File: src/rtl/spart_receive_if.sv
// SPART receive-side bus: serial line, baud tick and the byte read port.
// The overrun flag is present only when SPART_RX_OVERRUN_EN is defined.
interface spart_receive_if;
    logic       rxd;
    logic       receive_baud;
    logic       receive_read_en;
    logic [7:0] receive_read_line;
    logic       rda;
    logic       framing_err;
`ifdef SPART_RX_OVERRUN_EN
    logic       overrun;

    modport master (
        output rxd, receive_baud, receive_read_en,
        input  receive_read_line, rda, framing_err, overrun
    );
    modport slave (
        input  rxd, receive_baud, receive_read_en,
        output receive_read_line, rda, framing_err, overrun
    );
`else
    modport master (
        output rxd, receive_baud, receive_read_en,
        input  receive_read_line, rda, framing_err
    );
    modport slave (
        input  rxd, receive_baud, receive_read_en,
        output receive_read_line, rda, framing_err
    );
`endif
endinterface

File: src/rtl/spart_receive.sv
// SPART 8N1 receiver: oversampled start/data/stop recovery into a one-byte holding register.
// Optional sticky overrun flag enabled by defining SPART_RX_OVERRUN_EN.
module spart_receive #(
    parameter int unsigned OVERSAMPLE  = 16,
    parameter int unsigned SYNC_STAGES = 2
) (
    input logic            clk,
    input logic            rst,
    spart_receive_if.slave rx_if
);
    localparam int unsigned   TW        = $clog2(OVERSAMPLE);
    localparam logic [TW-1:0] HALF_LAST = TW'(OVERSAMPLE / 2 - 1);
    localparam logic [TW-1:0] FULL_LAST = TW'(OVERSAMPLE - 1);

    localparam logic [1:0] StIdle  = 2'd0;
    localparam logic [1:0] StStart = 2'd1;
    localparam logic [1:0] StData  = 2'd2;
    localparam logic [1:0] StStop  = 2'd3;

    logic [SYNC_STAGES-1:0] r_sync;
    logic                   r_rxd_q;
    logic                   w_rxs;

    logic [1:0]    r_state, w_state;
    logic [TW-1:0] r_tick,  w_tick;
    logic [3:0]    r_bit,   w_bit;
    logic [7:0]    r_shift, w_shift;
    logic          w_load;

    logic [7:0] r_line;
    logic       r_rda;
    logic       r_ferr;

    assign w_rxs = r_sync[SYNC_STAGES-1];

    // Synchronizer presets high so reset never looks like a start edge.
    always_ff @(posedge clk or posedge rst) begin
        if (rst) begin
            r_sync  <= '1;
            r_rxd_q <= 1'b1;
        end else begin
            r_sync  <= {r_sync[SYNC_STAGES-2:0], rx_if.rxd};
            r_rxd_q <= w_rxs;
        end
    end

    always_comb begin
        w_state = r_state;
        w_tick  = r_tick;
        w_bit   = r_bit;
        w_shift = r_shift;
        w_load  = 1'b0;
        case (r_state)
            StIdle: begin
                if (r_rxd_q && !w_rxs) begin
                    w_state = StStart;
                    w_tick  = '0;
                end
            end
            StStart: begin
                if (rx_if.receive_baud) begin
                    if (r_tick == HALF_LAST) begin
                        w_tick  = '0;
                        w_bit   = '0;
                        w_state = w_rxs ? StIdle : StData;
                    end else begin
                        w_tick = r_tick + 1'b1;
                    end
                end
            end
            StData: begin
                // tick_cnt wraps to zero at each sample point (power-of-two oversample)
                if (rx_if.receive_baud) begin
                    w_tick = r_tick + 1'b1;
                    if (r_tick == FULL_LAST) begin
                        w_shift = {w_rxs, r_shift[7:1]};
                        w_bit   = r_bit + 4'd1;
                        if (r_bit == 4'd7) w_state = StStop;
                    end
                end
            end
            StStop: begin
                if (rx_if.receive_baud) begin
                    w_tick = r_tick + 1'b1;
                    if (r_tick == FULL_LAST) begin
                        w_load  = 1'b1;
                        w_state = StIdle;
                    end
                end
            end
            default: w_state = StIdle;
        endcase
    end

    always_ff @(posedge clk or posedge rst) begin
        if (rst) begin
            r_state <= StIdle;
            r_tick  <= '0;
            r_bit   <= '0;
            r_shift <= '0;
        end else begin
            r_state <= w_state;
            r_tick  <= w_tick;
            r_bit   <= w_bit;
            r_shift <= w_shift;
        end
    end

`ifdef SPART_RX_OVERRUN_EN
    logic r_ovr;
`endif

    // A load takes priority over a read issued in the same cycle.
    always_ff @(posedge clk or posedge rst) begin
        if (rst) begin
            r_line <= 8'h00;
            r_rda  <= 1'b0;
            r_ferr <= 1'b0;
`ifdef SPART_RX_OVERRUN_EN
            r_ovr  <= 1'b0;
`endif
        end else if (w_load) begin
            r_line <= r_shift;
            r_rda  <= 1'b1;
            r_ferr <= ~w_rxs;
`ifdef SPART_RX_OVERRUN_EN
            r_ovr  <= rx_if.receive_read_en ? 1'b0 : (r_ovr | r_rda);
`endif
        end else if (rx_if.receive_read_en && r_rda) begin
            r_rda  <= 1'b0;
            r_ferr <= 1'b0;
`ifdef SPART_RX_OVERRUN_EN
            r_ovr  <= 1'b0;
`endif
        end
    end

    assign rx_if.receive_read_line = r_line;
    assign rx_if.rda               = r_rda;
    assign rx_if.framing_err       = r_ferr;
`ifdef SPART_RX_OVERRUN_EN
    assign rx_if.overrun           = r_ovr;
`endif

endmodule

File: src/flat_wrapper.sv
// flat-port wrapper written by rule: the top's interface ports become plain ports
module spart_receive_flat 
#(
    parameter int unsigned OVERSAMPLE  = 16,
    parameter int unsigned SYNC_STAGES = 2
)
  (clk, rst, rx_if_rxd, rx_if_receive_baud, rx_if_receive_read_en, rx_if_receive_read_line, rx_if_rda, rx_if_framing_err);
  spart_receive_if rx_if_i ();
  input logic clk;
  input logic rst;
  input wire logic [$bits(rx_if_i.rxd)-1:0] rx_if_rxd;
  input wire logic [$bits(rx_if_i.receive_baud)-1:0] rx_if_receive_baud;
  input wire logic [$bits(rx_if_i.receive_read_en)-1:0] rx_if_receive_read_en;
  output wire logic [$bits(rx_if_i.receive_read_line)-1:0] rx_if_receive_read_line;
  output wire logic [$bits(rx_if_i.rda)-1:0] rx_if_rda;
  output wire logic [$bits(rx_if_i.framing_err)-1:0] rx_if_framing_err;
  assign rx_if_i.rxd = rx_if_rxd;
  assign rx_if_i.receive_baud = rx_if_receive_baud;
  assign rx_if_i.receive_read_en = rx_if_receive_read_en;
  assign rx_if_receive_read_line = rx_if_i.receive_read_line;
  assign rx_if_rda = rx_if_i.rda;
  assign rx_if_framing_err = rx_if_i.framing_err;
  spart_receive #(.OVERSAMPLE(OVERSAMPLE), .SYNC_STAGES(SYNC_STAGES)) u_core (.clk(clk), .rst(rst), .rx_if(rx_if_i));
endmodule
File: config.mk
export PLATFORM = sky130hd
export DESIGN_NAME = spart_receive_flat
export DESIGN_NICKNAME = d
export VERILOG_FILES = /design/src/rtl/spart_receive_if.sv /design/src/rtl/spart_receive.sv /design/src/flat_wrapper.sv
export SDC_FILE = /design/constraint.sdc
export NUM_CORES = 1
export LEC_CHECK = 0
export BUFFER_PORTS_ARGS = -buffer_cell sky130_fd_sc_hd__buf_2
export CORE_ASPECT_RATIO = 0.7
export CORE_MARGIN = 3
export CORE_UTILIZATION = 43
export CTS_CLUSTER_SIZE = 8
export DETAILED_ROUTE_END_ITERATION = 8
export GPL_ROUTABILITY_DRIVEN = 0
export SYNTH_ARGS = -nofsm -noshare
export SYNTH_HDL_FRONTEND = slang
export SYNTH_SLANG_ARGS = --single-unit
export TNS_END_PERCENT = 30
File: constraint.sdc
create_clock -name clk -period 3.5 [get_ports clk]
set_clock_uncertainty 0.2 [all_clocks]
set_input_delay 0.7 -clock clk [delete_from_list [all_inputs] [get_ports clk]]
set_output_delay 0.7 -clock clk [all_outputs]
set_load 0.1 [all_outputs]
==> metrics, run 1 <==
outcome finished, final reports clean; grt ovf 0; half-perimeter wire length of the detailed placement result 1610 um; final core occ 53.5%; clk root buf sky130_fd_sc_hd__clkbuf_8; first-pass detailed-route iteration total 4; routed length per instance 14.4 um; number of buffers added by the clock tree synthesis step 5; Worst Path Class, Setup reg -> reg; CTS clk-pin slew, worst paths 60 ps; Yosys warnings 0; Worst path max stage delay 460 ps; Min-Delay Path Class reg -> reg; switching share of total power 26.0%; total number of vias 858; number of max-slew violations in the final report 0; x dimension of the die 72.5 um; slew margin rel. 67.1%; Port Buf Inserts 14; DRC 0; data arrival time at the worst-slack endpoint 2050 ps; IO Count 15; share of cells above drive strength 1 38.5%; top cells by area, synth sky130_fd_sc_hd__dfrtp_1 (53%), sky130_fd_sc_hd__mux2_2 (14%), sky130_fd_sc_hd__dfstp_2 (5.9%); final critical-path share of the clock period 59.8%; Std-Cell Rows 16; power after layout 868 uW; largest area contributor in the netlist sky130_fd_sc_hd__dfrtp_1; crit path max-delay cell type sky130_fd_sc_hd__nor2_2; y dimension of the die 52.6 um; number of setup buffers added after CTS 0; CTS H-tree lvls 2; f_max 478 MHz; unrepaired setup endpoints after global routing no; cell area after synthesis 1330 sq um; vias in the first global route 829; Synth Area per Inst 13.1 sq um; async set-or-reset flop fraction in the synthesized netlist 100%; number of DRC markers in iteration 0 52; leakage power total 0.000739 uW; Post-layout nets 128; areal power density over the cells 563 nW/um^2; Min Clock Period, post-route 2090 ps; via/cell ratio 5.43; synthesis-stage register bit count 31; Comb power frac 11.9%; Detailed Route WL 2280 um; buffer levels on the longest clock path 2; antenna violations before repair 0; Cell Int Power 642 uW; CTS sink cnt 31; clock tree from TritonCTS yes; cell area after layout 1540 sq um; Syn-to-layout area delta 15.7%; # Max-Cap Violations 0; core region area 2880 sq um; top-area cell type share of the netlist area 52.6%; transition time at the pin with the least slew margin 493 ps; later-pin clock latency in the skew report 270 ps; starting density of the core 46.2%; worst-path maximum fanout 10; share of synthesized area occupied by flip-flops and latches 58.5%; share of power burned in registers 53.2%; wire length of the first global-routing pass 3930 um; endpoints failing hold 0; kind of end point of the critical path flop; crit path launch type flop; number of unique standard cell types used by synthesis 35; pin count of the biggest net entering global routing 31; Max rail drop VDD 266 uV; die footprint 3810 sq um; worst-case register-to-register setup slack 1410 ps; Area after DPL 1440 sq um; GRT Resource Usage Total 13.9%; number of diodes added for antenna fixing 0; Sw Pwr 226 uW; most frequently used flop master after synthesis sky130_fd_sc_hd__dfrtp_1; EDFF count, synth 0; portion of total power attributed to the clock network 34.9%; gate count of the mapped netlist 102; Critical Path RT 3460 ps; post-cts repair resize count 0; count of final setup violators 0; number of nets produced by synthesis 109; hold bufs inserted after CTS 0; ANT nets after route 0; total negative setup slack 0 ps; ordered list of cells on the worst path ha_1, nand4_4, nor2_2, mux2_2
## path summary, 6_finish.rpt
path | end | startpoint | depth (start not counted)
max reg2reg | u_core.rx_if.receive_read_line[5] | u_core.r_tick[0] | 4
max | u_core.rx_if.receive_read_line[5] | u_core.r_tick[0] | 4
min reg2reg | u_core.r_sync[1] | u_core.r_sync[0] | 0
min | u_core.r_sync[1] | u_core.r_sync[0] | 0
max in group asynchronous | u_core.r_rxd_q | rst | 3
min in group asynchronous | u_core.r_sync[0] | rst | 2
## cells by family (layout without fill, tap and decap cells)
kind of cell	after synthesis	after routing	share of synthesized area [%]
compound gates	19	19	10.7
xor+xnor	2	2	1.31
fa+ha+maj	2	2	1.88
buf+inv	7	27	2.16
flops	31	31	58.5
mux	18	18	15.1
simple gates	23	23	10.3
## flip-flops by register name, indices dropped and copies added (netlist names), named ones only
| signal | count |
|---|---|
| u_core.r_state | 1 |
| u_core.rx_if.framing_err | 1 |
| u_core.r_sync | 2 |
| u_core.rx_if.receive_read_line | 8 |
| u_core.r_shift | 8 |
| u_core.r_tick | 4 |
| u_core.r_rxd_q | 1 |
| u_core.r_bit | 4 |
| u_core.rx_if.rda | 1 |
## Yosys cell counts, types with 2 or more instances
master                     number
sky130_fd_sc_hd__nor2_1         3
sky130_fd_sc_hd__mux2_2        17
sky130_fd_sc_hd__or2_2          2
sky130_fd_sc_hd__nand2b_1       2
sky130_fd_sc_hd__nor2_2         2
sky130_fd_sc_hd__nand3_1        3
sky130_fd_sc_hd__o21ai_0        2
sky130_fd_sc_hd__buf_2          2
sky130_fd_sc_hd__a32o_1         2
sky130_fd_sc_hd__o221ai_1       2
sky130_fd_sc_hd__dfrtp_1       28
sky130_fd_sc_hd__dfstp_2        3
sky130_fd_sc_hd__o31ai_1        2
sky130_fd_sc_hd__a21oi_1        2
sky130_fd_sc_hd__nand2_1        5
sky130_fd_sc_hd__inv_1          4
sky130_fd_sc_hd__nand4_1        2
sky130_fd_sc_hd__ha_1           2
## final cells by class
class | instances | area [sq um]
Inverter | 4 | 15.0
Timing Repair Buffer | 15 | 77.6
Clock buffer | 8 | 100
Multi-Input combinational cell | 64 | 524
Fill cell | 267 | 1340
Tap cell | 36 | 45.0
Sequential cell | 31 | 779
## power by group through the flow
| stage | Clock (uW) | Sequential, uW | Combinational, uW |
|---|---|---|---|
| 3_5_place_dp | 0 | 467 | 104 |
| 2_1_floorplan | 0 | 431 | 117 |
| 5_1_grt | 324 | 468 | 115 |
| 6_report | 303 | 462 | 104 |
| 3_3_place_gp | 0 | 465 | 102 |
| 4_1_cts | 311 | 460 | 105 |
## worst max-delay path, delay by kind of cell (launching register included)
family	cells	cell delay [ps]
simple gates	2	670
flops	1	400
mux	1	400
fa+ha+maj	1	310
## layout by cell type (no fill, tap or decap), types with 2 or more instances in the layout
cell type / count
sky130_fd_sc_hd__ha_1: 2
sky130_fd_sc_hd__o31ai_1: 2
sky130_fd_sc_hd__buf_2: 14
sky130_fd_sc_hd__nand4_1: 2
sky130_fd_sc_hd__dfrtp_1: 28
sky130_fd_sc_hd__o21ai_0: 2
sky130_fd_sc_hd__nand2_1: 5
sky130_fd_sc_hd__or2_2: 2
sky130_fd_sc_hd__nand2b_1: 2
sky130_fd_sc_hd__nand3_1: 3
sky130_fd_sc_hd__a21oi_1: 2
sky130_fd_sc_hd__inv_1: 4
sky130_fd_sc_hd__nor2_1: 3
sky130_fd_sc_hd__mux2_2: 17
sky130_fd_sc_hd__dfstp_2: 3
sky130_fd_sc_hd__a32o_1: 2
sky130_fd_sc_hd__nor2_2: 2
sky130_fd_sc_hd__o221ai_1: 2
sky130_fd_sc_hd__clkbuf_8: 7
## per-stage QoR
stage | setup slack, ps | std cells | hold WS (ps)
6_report | 1410 | 158 | 156
5_1_grt | 1320 | 158 | 160
4_1_cts | 1410 | 158 | 157
3_5_place_dp | 1260 | 150 | 148
3_3_place_gp | 1310 | 150 | 147
2_1_floorplan | 1620 | 102 | 145
## layer usage
layer  track usage [%]  wire length, um  vias to the layer above
met5                 0                0                        -
met4              4.60               17                        0
met3              5.36              140                        2
met2              19.0              886                       30
met1              20.0             1240                      415
li1                  -                -                      411
Note: power is estimated with default switching activity, not from simulation.
==> run 2: changes to the inputs <==
==> constraint.sdc (replaced) <==
create_clock -name clk -period 2 [get_ports clk]
set_clock_uncertainty 0.2 [all_clocks]
set_input_delay 0.4 -clock clk [delete_from_list [all_inputs] [get_ports clk]]
set_output_delay 0.4 -clock clk [all_outputs]
set_load 0.1 [all_outputs]
==> run 2 against run 1 <==
  * Worst setup slack worse by 1300 ps
  * Clock power is 60% higher
  * Final cell count is 1.9% higher
  * Global-route usage is 0.64 points higher
  * Maximum frequency is 13% higher
  * Flip-flop and latch count stayed put
  * Register-to-register slack worse by 1300 ps
  * First-iteration DRC count is 50% higher
  * Non-clock buffer count is 4 higher
  * Largest cell class unchanged
==> metrics, run 2 (same netlist as run 1, synthesis figures left out) <==
slew margin rel. 66.0% (-1.1 points); transition time at the pin with the least slew margin 509 ps (+16.4 ps); grt ovf 0 (unchanged); number of diodes added for antenna fixing 0 (unchanged); cell area after layout 1590 sq um (+3.1%); wire length of the first global-routing pass 4080 um (+3.7%); worst-path maximum fanout 10 (unchanged); routed length per instance 15.2 um (+5.1%); DRC 0 (unchanged); clk root buf sky130_fd_sc_hd__clkbuf_8; GRT Resource Usage Total 14.6% (+0.64 points); first-pass detailed-route iteration total 4 (unchanged); half-perimeter wire length of the detailed placement result 1730 um (+7.3%); total number of vias 884 (+3.0%); pin count of the biggest net entering global routing 21 (-32%); data arrival time at the worst-slack endpoint 1810 ps (-240 ps); y dimension of the die 52.6 um (unchanged); ordered list of cells on the worst path ha_2, nand4_4, nor2_2, buf_12, mux2_2; number of DRC markers in iteration 0 78 (+50%); most common library cell in the layout ignoring fill and taps sky130_fd_sc_hd__dfrtp_1; outcome finished, final reports clean; total negative setup slack 0 ps (unchanged); buffer levels on the longest clock path 2 (unchanged); CTS H-tree lvls 2 (unchanged); Worst path max stage delay 400 ps (-60 ps); kind of end point of the critical path flop; count of final setup violators 0 (unchanged); met3 layer usage reported by global route 5.36% (unchanged); Post-layout nets 132 (+3.1%); leakage power total 0.000760 uW (+2.7%); crit path launch type flop; Worst Reg2Reg Path Length in Cells 5 (+1); met2 GRT Util 18.9% (-0.15 points); number of max-slew violations in the final report 0 (unchanged); Min-Delay Path Class in -> reg; number of setup buffers added after CTS 0 (unchanged); later-pin clock latency in the skew report 280 ps (about the same); vias in the first global route 850 (+2.5%); Critical Path RT 1960 ps (-1500 ps); endpoints failing hold 0 (unchanged); share of cells above drive strength 1 40.8% (+2.3 points); starting density of the core 46.2% (unchanged); f_max 541 MHz (+13%); count of filler cells inserted in the layout 265 (-0.75%); number of buffers added by the clock tree synthesis step 5 (unchanged); final critical-path share of the clock period 92.4% (+33 points); antenna violations before repair 0 (unchanged); die footprint 3810 sq um (unchanged); Max rail drop VDD 516 uV (+94%); GRT met1 Usage 21.1% (+1.1 points); via/cell ratio 5.49 (+1.1%); CTS clk-pin slew, worst paths 60 ps (about the same); Syn-to-layout area delta 19.2%; clock tree from TritonCTS yes; # Max-Cap Violations 0 (unchanged); Area after DPL 1490 sq um (+3.3%); ANT nets after route 0 (unchanged); power after layout 1490 uW (+72%); count of cells along the worst hold path 1 (+1); Worst Path Class, Setup reg -> reg; Final Hold Slack 25.3 ps (-130 ps); top library cells by usage in the layout, fill and taps aside sky130_fd_sc_hd__dfrtp_1 (28), sky130_fd_sc_hd__mux2_2 (17), sky130_fd_sc_hd__buf_2 (14), sky130_fd_sc_hd__clkbuf_8 (6), sky130_fd_sc_hd__nand2_1 (5); Detailed Route WL 2440 um (+7.1%); x dimension of the die 72.5 um (unchanged); Port Buf Inserts 14 (unchanged); IO Count 15 (unchanged); areal power density over the cells 940 nW/um^2 (+67%); CTS sink cnt 31 (unchanged); layer with the highest usage met1; crit path max-delay cell type sky130_fd_sc_hd__dfrtp_1; core region area 2880 sq um (unchanged); Std-Cell Rows 16 (unchanged); Min Clock Period, post-route 1850 ps (-246 ps); final core occ 55.1% (+1.6 points); unrepaired setup endpoints after global routing no
==> run 2: layer usage <==
layer | part of all wire [%] | vias to the layer above | routed length [um]
met5 | 0 | - | 0
met4 | 1.4 | 0 | 35
met3 | 3.6 | 5 | 88
met2 | 42 | 13 | 1040
met1 | 53 | 442 | 1280
li1 | - | 424 | -
==> run 2: what timing repair did <==
action | CTS | global route
endpoints found under the hold margin | 8 | 0
setup endpoints to repair | 0 | 4
hold buffers | 1 | 0
gates resized for setup | 0 | 1
==> run 2: per-stage QoR <==
stage	instances	setup WS, ps
final	161	152
after global routing	161	53.7
after CTS	161	94.6
after detailed placement	153	104
after global placement	153	166
after floorplan	102	167
==> run 2: worst paths after layout <==
check / end / start / slack, ps
max in group asynchronous: u_core.rx_if.receive_read_line[6] / rst / 630
hold / removal: u_core.r_sync[0] / rx_if_rxd / 30
setup reg to reg: u_core.rx_if.receive_read_line[3] / u_core.r_tick[0] / 150
setup / recovery: u_core.rx_if.receive_read_line[3] / u_core.r_tick[0] / 150
min in group asynchronous: u_core.r_tick[2] / rst / 490
hold reg to reg: u_core.r_sync[1] / u_core.r_sync[0] / 160
==> run 2: final cells by class <==
| type | count | area (sq um) | share of cell area, % |
|---|---|---|---|
| Sequential cell | 31 | 779 | 49.1 |
| Multi-Input combinational cell | 64 | 527 | 33.1 |
| Clock inverter | 1 | 5.00 | 0.315 |
| Timing Repair Buffer | 19 | 135 | 8.50 |
| Clock buffer | 6 | 82.6 | 5.20 |
| Tap cell | 36 | 45.0 | 2.83 |
| Inverter | 4 | 15.0 | 0.945 |
==> run 2: critical path, delay by kind of cell (launching register included) <==
family / cells / cell delay [ps]
flip-flops: 1 / 400
buffers and inverters: 1 / 150
AND/OR/NAND/NOR: 2 / 390
adder cells (fa/ha/maj): 1 / 270
multiplexers: 1 / 330
==> run 2: power by group <==
group / total [uW] / internal [uW] / switching (uW)
clock network: 486 / 269 / 216
registers: 813 / 708 / 105
logic: 195 / 112 / 82.7
total: 1490 / 1090 / 404
